## config.mk

```make
export PLATFORM = sky130hd
export DESIGN_NAME = ds_sinc2_decimator_flat
export DESIGN_NICKNAME = d
export VERILOG_FILES = /design/src/rtl/ds_sinc2_decimator_if.sv /design/src/rtl/ds_sinc2_decimator.sv /design/src/flat_wrapper.sv
export SDC_FILE = /design/constraint.sdc
export NUM_CORES = 1
export LEC_CHECK = 0
export BUFFER_PORTS_ARGS = -buffer_cell sky130_fd_sc_hd__buf_2
export CAP_MARGIN = 10
export CORE_MARGIN = 2
export CORE_UTILIZATION = 55
export DETAILED_ROUTE_END_ITERATION = 16
export PLACE_DENSITY = 0.86
export SLEW_MARGIN = 20
export SYNTH_ARGS = -nofsm -noshare
export SYNTH_HDL_FRONTEND = slang
export SYNTH_SLANG_ARGS = --single-unit
export TNS_END_PERCENT = 20
```

## constraint.sdc

```tcl
create_clock -name clk -period 3.7 [get_ports clk]
set_input_delay 0.37 -clock clk [delete_from_list [all_inputs] [get_ports clk]]
set_output_delay 0.37 -clock clk [all_outputs]
set_load 0.05 [all_outputs]
```

## src/rtl/ds_sinc2_decimator_if.sv

```systemverilog
// Bundles the comparator input, enable and conversion result of the sinc2 decimator.
// The master side drives the comparator and enable; the slave side is the decimator.
interface ds_sinc2_decimator_if;
  logic        comp_in;
  logic        enable;
  logic [15:0] data_out;
  logic        data_valid;

  modport master (output comp_in, output enable, input data_out, input data_valid);
  modport slave  (input comp_in, input enable, output data_out, output data_valid);
endinterface

```

## src/rtl/ds_sinc2_decimator.sv

```systemverilog
// Second-order CIC (sinc2) decimator for a 1-bit delta-sigma comparator stream.
// Produces a 16-bit left-justified, saturated result and a one-cycle strobe every OSR cycles.
module ds_sinc2_decimator #(
  parameter int OSR_LOG2 = 8
) (
  input  logic               clk,
  input  logic               rst,
  ds_sinc2_decimator_if.slave bus
);
  localparam int W     = 2*OSR_LOG2 + 1;
  localparam int SHIFT = 16 - 2*OSR_LOG2;
  localparam logic [OSR_LOG2-1:0] DEC_LAST = '1;

  logic                sync1;
  logic                b;
  logic [W-1:0]        i1, i2, i2_d, c1_d;
  logic [W-1:0]        c1, c2;
  logic [OSR_LOG2-1:0] dec_cnt;
  logic [1:0]          warm;
  logic                pend;
  logic [15:0]         stage;
  logic [16:0]         r;
  logic [15:0]         sat;
  logic                sample;

  always_ff @(posedge clk or posedge rst) begin
    if (rst) begin
      sync1 <= 1'b0;
      b     <= 1'b0;
    end else begin
      sync1 <= bus.comp_in;
      b     <= sync1;
    end
  end

  always_comb begin
    sample = bus.enable && (dec_cnt == DEC_LAST);
    c1     = i2 - i2_d;
    c2     = c1 - c1_d;
    r      = 17'(c2) << SHIFT;
    // Only an all-ones input reaches full scale (exactly 65536).
    sat    = r[16] ? 16'hFFFF : r[15:0];
  end

  // A sample result is staged for one cycle, then loaded into the output register.
  always_ff @(posedge clk or posedge rst) begin
    if (rst) begin
      i1             <= '0;
      i2             <= '0;
      i2_d           <= '0;
      c1_d           <= '0;
      dec_cnt        <= '0;
      warm           <= '0;
      pend           <= 1'b0;
      stage          <= '0;
      bus.data_out   <= '0;
      bus.data_valid <= 1'b0;
    end else if (!bus.enable) begin
      i1             <= '0;
      i2             <= '0;
      i2_d           <= '0;
      c1_d           <= '0;
      dec_cnt        <= '0;
      warm           <= '0;
      pend           <= 1'b0;
      bus.data_valid <= 1'b0;
    end else begin
      i1             <= i1 + {{(W-1){1'b0}}, b};
      i2             <= i2 + i1;
      dec_cnt        <= dec_cnt + OSR_LOG2'(1);
      pend           <= 1'b0;
      bus.data_valid <= pend;
      if (pend) bus.data_out <= stage;
      if (sample) begin
        i2_d <= i2;
        c1_d <= c1;
        if (warm == 2'd2) begin
          pend  <= 1'b1;
          stage <= sat;
        end else begin
          warm <= warm + 2'd1;
        end
      end
    end
  end
endmodule

```

## src/flat_wrapper.sv

```systemverilog
// flat-port wrapper written by rule: the top's interface ports become plain ports
module ds_sinc2_decimator_flat 
#(
  parameter int OSR_LOG2 = 8
)
  (clk, rst, bus_comp_in, bus_enable, bus_data_out, bus_data_valid);
  ds_sinc2_decimator_if bus_i ();
  input  logic clk;
  input  logic rst;
  input wire logic [$bits(bus_i.comp_in)-1:0] bus_comp_in;
  input wire logic [$bits(bus_i.enable)-1:0] bus_enable;
  output wire logic [$bits(bus_i.data_out)-1:0] bus_data_out;
  output wire logic [$bits(bus_i.data_valid)-1:0] bus_data_valid;
  assign bus_i.comp_in = bus_comp_in;
  assign bus_i.enable = bus_enable;
  assign bus_data_out = bus_i.data_out;
  assign bus_data_valid = bus_i.data_valid;
  ds_sinc2_decimator #(.OSR_LOG2(OSR_LOG2)) u_core (.clk(clk), .rst(rst), .bus(bus_i));
endmodule
```

==> results of run 1 <==
## cell usage in the layout, fill, tap and decap left out, drive strengths merged, types with 7 or more instances in the layout
| cell type | synthesis | routed |
|---|---|---|
| xor2 | 25 | 25 |
| dfrtp | 114 | 114 |
| a31oi | 20 | 20 |
| o21ai | 24 | 24 |
| mux2 | 16 | 16 |
| xnor2 | 33 | 33 |
| nand2 | 82 | 82 |
| clkbuf | 21 | 22 |
| a21oi | 72 | 72 |
| a21o | 15 | 15 |
| buf | 2 | 40 |
| nand3 | 19 | 19 |
| ha | 52 | 52 |
| a211oi | 9 | 9 |
| nor2 | 74 | 74 |
| o21a | 9 | 9 |
| or3 | 8 | 8 |
| and2 | 7 | 7 |
| inv | 47 | 48 |
## metrics by stage
step | utilization | hold slack, ps
final | 0.654 | 60.3
after global routing | 0.654 | 40.7
after CTS | 0.638 | 45.5
after detailed placement | 0.584 | 337
after global placement | 0.584 | 333
after floorplan | - | 331
## synthesized netlist by cell type (2+ instances only)
library cell  number  area share
dfrtp_1          114        0.43
o21ba_2            2      0.0030
ha_1              52       0.097
or2_2              2      0.0019
xnor2_1           32       0.042
a21o_1            15       0.017
fa_1               3      0.0090
mux2i_1            2      0.0030
nor2b_1            6      0.0056
nand2b_1           2      0.0019
inv_1             46       0.026
nor3_1             6      0.0045
and2_1             7      0.0065
a211oi_1           9       0.010
o21ai_0           24       0.018
o31ai_1            3      0.0034
mux2_2            16       0.027
clkbuf_1          21       0.012
o21bai_1           6      0.0067
or3_1              8      0.0075
a21boi_0           3      0.0034
o21a_1             9       0.010
nor3b_1            2      0.0022
and3_1             5      0.0047
a31oi_2            9       0.017
a21oi_1           71       0.053
nor2_1            74       0.042
xor2_1            25       0.033
nand2_1           82       0.046
a31oi_1           10      0.0093
nand3_1           19       0.014
nand4_1            5      0.0047
o211ai_1           3      0.0034
## power by group through the flow
| stage | combinational (mW) | sequential (mW) | clock (mW) |
|---|---|---|---|
| 6_report | 0.789 | 1.27 | 1.70 |
| 5_1_grt | 0.868 | 1.27 | 1.78 |
| 4_1_cts | 0.696 | 1.27 | 1.71 |
| 3_5_place_dp | 0.669 | 1.29 | 0 |
| 3_3_place_gp | 0.648 | 1.29 | 0 |
| 2_1_floorplan | 0.543 | 1.29 | 0 |
## worst paths after layout
kind	from	end	slack, ps
setup / recovery	u_core.i2_d[1]	u_core.stage[1]	30
hold / removal	bus_comp_in	u_core.sync1	60
setup reg to reg	u_core.i2_d[1]	u_core.stage[1]	30
hold reg to reg	u_core.sync1	u_core.b	350
max in group asynchronous	rst	u_core.i2[16]	2750
min in group asynchronous	rst	u_core.warm[0]	90
## worst max-delay path, delay by kind of cell, from the launching register on
| family | cells | cell delay, ps |
|---|---|---|
| AO/OA/AOI/OAI | 7 | 1540 |
| XOR/XNOR | 2 | 330 |
| adder cells (fa/ha/maj) | 2 | 630 |
| buffers and inverters | 2 | 250 |
| flip-flops | 1 | 410 |
| AND/OR/NAND/NOR | 4 | 410 |
## per-layer routing
layer	global-route usage	vias to the layer above
met2	0.386	98
met5	0	-
met1	0.258	2477
li1	-	2531
met4	0.0772	0
met3	0.0572	18
## what timing repair did
| action | CTS | global route |
|---|---|---|
| resized for setup | 6 | 33 |
| endpoints found under the setup margin | 16 | 16 |
| pin swaps | 1 | 15 |
| buffers inserted | 0 | 6 |
## cell families (layout without fill, tap and decap cells)
group	after synthesis	in the layout	synth area share
xor gates and xnor gates	59	59	0.0804
DFF	114	114	0.426
adders and majority gates	55	55	0.106
and+or+nand+nor	220	220	0.143
muxes	18	18	0.0299
buffers and inverters	71	119	0.0409
AOI/OAI and AO/OA	176	176	0.173
## final cells by class
class / instances / share of cell area
tap: 147 / 0.0235
sequential: 114 / 0.365
timing repair buffer: 40 / 0.0320
multi-input combinational: 528 / 0.476
inverter: 48 / 0.0237
clock buffer: 22 / 0.0632
clock inverter: 9 / 0.0163
## flip-flops by register name, indices dropped and copies added, names as in the netlist
| signal | count |
|---|---|
| u_core.c1_d | 17 |
| u_core.i1 | 17 |
| u_core.i2 | 17 |
| u_core.i2_d | 17 |
| u_core.bus.data_out | 16 |
| u_core.stage | 16 |
| u_core.dec_cnt | 8 |
| u_core.warm | 2 |
| u_core.b | 1 |
| u_core.bus.data_valid | 1 |
| u_core.pend | 1 |
| u_core.sync1 | 1 |
==> reports/results.tsv, run 1 <==
stage	metric	value	unit
worst_setup_path	path_common_cell	ha_1	
sta	relSlewSlack	0.479	
power	p_sw	1.02	mW
synthesis	synth_cells	713	
clock_network	root_buffer	clkbuf_16	
power	pwr_density_cell	481	nW/um2
route	wl_met1	6.10	mm
route	wire_per_inst	15.5	um
placed_design	port_buffers	20	
sta	skew	8.64	ps
synthesis	ys_types	53	
route	drc	0	
outcome	status	completed	
sta	tightest_slew	782	ps
die	rows	40	
placed_design	place_congestion	0.831	
global_route	grt_pass1_vias	5079	
power	p_clk_frac	0.452	
synthesis	yosysSeqAreaShare	0.426	
sta	setup_viol	0	
synthesis	synth_ff_type	dfrtp_1	
route	highest_layer	met4	
worst_setup_path	critPathMaxFanout	4	
synthesis	synth_edf_count	0	
power	internal-power	2.74	mW
finish	final_cell_area	7820	um2
global_route	grt_max_degree	61	
worst_setup_path	cp-start-kind	register	
worst_setup_path	required	4030	ps
finish	nets	808	
sta	fmax	272	MHz
sta	setup_tns	0	ps
worst_setup_path	slowest_delay	410	ps
route	dr_wl_met3	415	um
global_route	grt_overflow	0	
worst_setup_path	worst_setup_path_end_kind	register	
finish	syn_to_final_growth	16.8	%
die	initial_core_util	0.560	
global_route	antenna_found_initial	0	
sta	finalWorstSetupSlack	27.2	ps
route	vias	5124	
route	routed_wl	14.1	mm
power	p_leak	3.67	nW
worst_setup_path	crit_type	register to register	
synthesis	synth.net_count	772	
global_route	grt_usage	0.219	
clock_network	ctsHtreeMaxLevel	4	
route	firstDrtPassIters	5	
placed_design	place_hpwl	8.95	mm
sta	hold_viol	0	
power	p_total	3.76	mW
worst_setup_path	crit_slowest_cell	dfrtp_1	
synthesis	synth_area	6690	um2
finish	multiInputGateArea	3720	um2
die	die_area	13100	um2
die	core-area	12000	um2
placed_design	post-place-ws	-107	ps
die	io_pins	21	
worst_setup_path	rr_worst_depth	17	
route	dr.first_iter.drc_count	297	
synthesis	ys_seq_elements	114	
power	p_seq_frac	0.338	
finish	regArea	2850	um2
finish	fill_cells	876	
sta	fin_crit	3670	ps
worst_hold_path	hold_depth	1	
power	peakVddDrop	0.000352	V
clock_network	cts_tree	done	
clock_network	clockBufferDepth	2	
worst_setup_path	path_cells	inv_1, ha_1, nor2b_1, o21ai_1, a21boi_1, a41o_2, o22ai_2, xnor2_1, ha_1, nand2_1, o311ai_2, nand3_1, a31oi_2, xnor2_2, buf_4, nor2_1, a21oi_1	
die	die_width	114	um
sta	min_period_over_period	0.993	
clock_network	cts.sinks	114	
placed_design	dp.cells	871	
run	maxCapViolCount	0	
route	drtAntennaViolNets	0	
clock_network	clk_pin_slew	50	ps
route	vias_per_cell	5.64	
synthesis	async_flop_share	1.00	
clock_network	clkLatencyLatePin	410	ps
worst_setup_path	worstPathArrival	4010	ps
clock_network	cts_buffers	17	
placed_design	post_dp_cell_area	6990	um2
worst_hold_path	hold_class	primary input to register	
sta	slew_viol_final	0	
finish	n_antenna_cell	0	
synthesis	yosys_warnings	0	
global_route	grt_first_pass_wirelength	22.6	mm
power	combPwrFrac	0.210	
finish	final_cells	908	
route	wl_met2	7.39	mm
power	p_sw_frac	0.272	
clock_network	cts_hold_buf	0	
finish	layout-drive-gt1-share	0.180	
synthesis	avgSynthCellArea	9.39	um2
die	die_h	114	um
Note: power is estimated with default switching activity, not from simulation.
==> inputs of run 2 (changes only) <==
--- a/config.mk
+++ b/config.mk
@@ -10,7 +10,7 @@
 export CORE_MARGIN = 2
 export CORE_UTILIZATION = 55
 export DETAILED_ROUTE_END_ITERATION = 16
-export PLACE_DENSITY = 0.86
+export PLACE_DENSITY = 0.83
 export SLEW_MARGIN = 20
 export SYNTH_ARGS = -nofsm -noshare
 export SYNTH_HDL_FRONTEND = slang
==> constraint.sdc (replaced) <==
create_clock -name clk -period 4.45 [get_ports clk]
set_input_delay 0.445 -clock clk [delete_from_list [all_inputs] [get_ports clk]]
set_output_delay 0.445 -clock clk [all_outputs]
set_load 0.05 [all_outputs]
==> run 2 against run 1 <==
Effect of this change:
- clock power shrank 28%
- clock skew shrank 0.51 ps
- register-to-register slack gained 460 ps
- sequential cell count is the same
- die area is the same
- critical endpoint is now u_core.stage[10]
- highest routed layer unchanged
==> reports/results.tsv, run 2 (synthesis gave the netlist of run 1 again) <==
stage	metric	value	unit	change
power	p_leak	3.52	nW	-4.3%
finish	multiInputGateArea	3570	um2	-4.3%
route	routed_wl	13.4	mm	-4.7%
power	pwr_density_cell	379	nW/um2	-21%
finish	final_cell_mix	dfrtp_1, nand2_1, nor2_1		
finish	layout-drive-gt1-share	0.122		-0.0580
clock_network	cts_tree	done		
sta	slew_viol_final	0		unchanged
sta	skew	8.13	ps	-0.513 ps
route	dr.first_iter.drc_count	351		+18%
sta	rsz0062_at_grt	false		
worst_setup_path	worst_setup_path_end_kind	register		
route	vias_per_cell	5.61		-0.62%
clock_network	cts_buffers	17		unchanged
finish	nets	793		-1.9%
die	die_h	114	um	unchanged
die	io_pins	21		unchanged
finish	fill_cells	977		+12%
worst_hold_path	hold_depth	1		unchanged
worst_hold_path	hold_class	primary input to register		
clock_network	clk_pin_slew	50	ps	about the same
sta	relSlewSlack	0.394		-0.0847
route	wire_per_inst	15.1	um	-3.1%
sta	tightest_slew	909	ps	+127 ps
die	core-area	12000	um2	unchanged
worst_setup_path	worstPathArrival	4290	ps	+280 ps
global_route	grt_overflow	0		unchanged
worst_setup_path	crit_type	register to register		
sta	setup_viol	0		unchanged
sta	setup_tns	0	ps	unchanged
placed_design	place_congestion	0.869		+4.6%
power	internal-power	2.02	mW	-26%
clock_network	cts_hold_buf	0		unchanged
route	drtAntennaViolNets	0		unchanged
finish	final_common_cell	dfrtp_1		
global_route	grt_first_pass_wirelength	23.2	mm	+2.4%
route	vias	5008		-2.3%
sta	fin_crit	3960	ps	+285 ps
finish	n_antenna_cell	0		unchanged
worst_setup_path	required	4780	ps	+750 ps
worst_setup_path	slowest_delay	420	ps	about the same
global_route	antenna_found_initial	0		unchanged
placed_design	port_buffers	20		unchanged
clock_network	ctsHtreeMaxLevel	4		unchanged
clock_network	cts-resized-gates	0		-6
worst_setup_path	r2r_setup_slack	490	ps	+460 ps
power	combPwrFrac	0.190		-0.020
power	p_seq_frac	0.374		+0.036
finish	syn_to_final_growth	11.5	%	
clock_network	root_buffer	clkbuf_16		
worst_setup_path	critPathMaxFanout	13		+9
clock_network	clkLatencyLatePin	410	ps	about the same
worst_setup_path	cp-start-kind	register		
sta	min_period_over_period	0.890		-0.103
sta	hold_viol	0		unchanged
route	drc	0		unchanged
outcome	status	completed		
placed_design	place_hpwl	9.37	mm	+4.7%
sta	hold-worst-slack	135	ps	+74.5 ps
power	p_sw	803	uW	-22%
worst_setup_path	path_cells	inv_1, ha_1, fa_1, nor2b_1, o31ai_1, a21oi_2, a21oi_1, o21ai_0, a31oi_1, xnor2_1, ha_1, o21a_1, nor2_1, a31oi_1, xnor2_2, inv_2, a31oi_2		
global_route	grt_usage	0.222		+0.00352
power	p_sw_frac	0.284		+0.0121
worst_setup_path	rr_worst_depth	17		unchanged
route	firstDrtPassIters	5		unchanged
die	rows	40		unchanged
sta	fmax	253	MHz	-7.2%
power	p_clk_frac	0.436		-0.016
die	initial_core_util	0.560		unchanged
power	peakVddDrop	0.000262	V	-25%
run	maxCapViolCount	0		unchanged
global_route	grt_max_degree	75		+23%
finish	regArea	2850	um2	unchanged
clock_network	cts_setup_buffers	0		unchanged
clock_network	clockBufferDepth	2		unchanged
worst_setup_path	crit_slowest_cell	fa_1		
global_route	grt_pass1_vias	5146		+1.3%
die	die_width	114	um	unchanged
clock_network	cts.sinks	114		unchanged
die	die_area	13100	um2	unchanged
run 2: final cells by class:
class                           count  area share
Multi-Input combinational cell    528       0.478
Sequential cell                   114       0.382
Clock buffer                       20      0.0599
Tap cell                          147      0.0247
Inverter                           48      0.0245
Timing Repair Buffer               25      0.0185
Clock inverter                     11      0.0121
run 2: final timing paths:
check	start	end
max	u_core.i2[0]	u_core.stage[10]
min	bus_comp_in	u_core.sync1
max reg2reg	u_core.i2[0]	u_core.stage[10]
min reg2reg	u_core.sync1	u_core.b
max in group asynchronous	rst	u_core.i1[7]
min in group asynchronous	rst	u_core.bus.data_out[1]
run 2: per-stage QoR:
step	std cells	setup slack (ps)	power, mW	instance area [um2]	util
2_1_floorplan	713	972	1.52	6690	-
3_3_place_gp	862	658	1.58	6920	0.579
3_5_place_dp	862	526	1.60	6920	0.579
4_1_cts	893	518	2.84	7460	0.624
5_1_grt	893	123	2.96	7460	0.624
6_report	893	492	2.82	7460	0.624
run 2: power groups by stage:
stage,Clock (mW),Sequential (mW),Combinational [mW]
detailed placement,0,1.07,0.531
floorplan,0,1.07,0.451
global placement,0,1.07,0.512
CTS,1.25,1.05,0.540
finish,1.23,1.05,0.538
global route,1.31,1.06,0.593
run 2: metal layers:
metal | track usage | vias up | wire length [um]
met3 | 0.0450 | 20 | 344
li1 | - | 2507 | -
met5 | 0 | - | 0
met1 | 0.265 | 2404 | 5960
met2 | 0.404 | 77 | 6960
met4 | 0.0675 | 0 | 188
run 2: critical path, delay by kind of cell (launching register included):
| family | cells | cell delay (ps) |
|---|---|---|
| buffers and inverters | 2 | 230 |
| and+or+nand+nor | 2 | 300 |
| xor gates and xnor gates | 2 | 530 |
| AOI/OAI and AO/OA | 8 | 1470 |
| DFF | 1 | 370 |
| adders and majority gates | 3 | 970 |
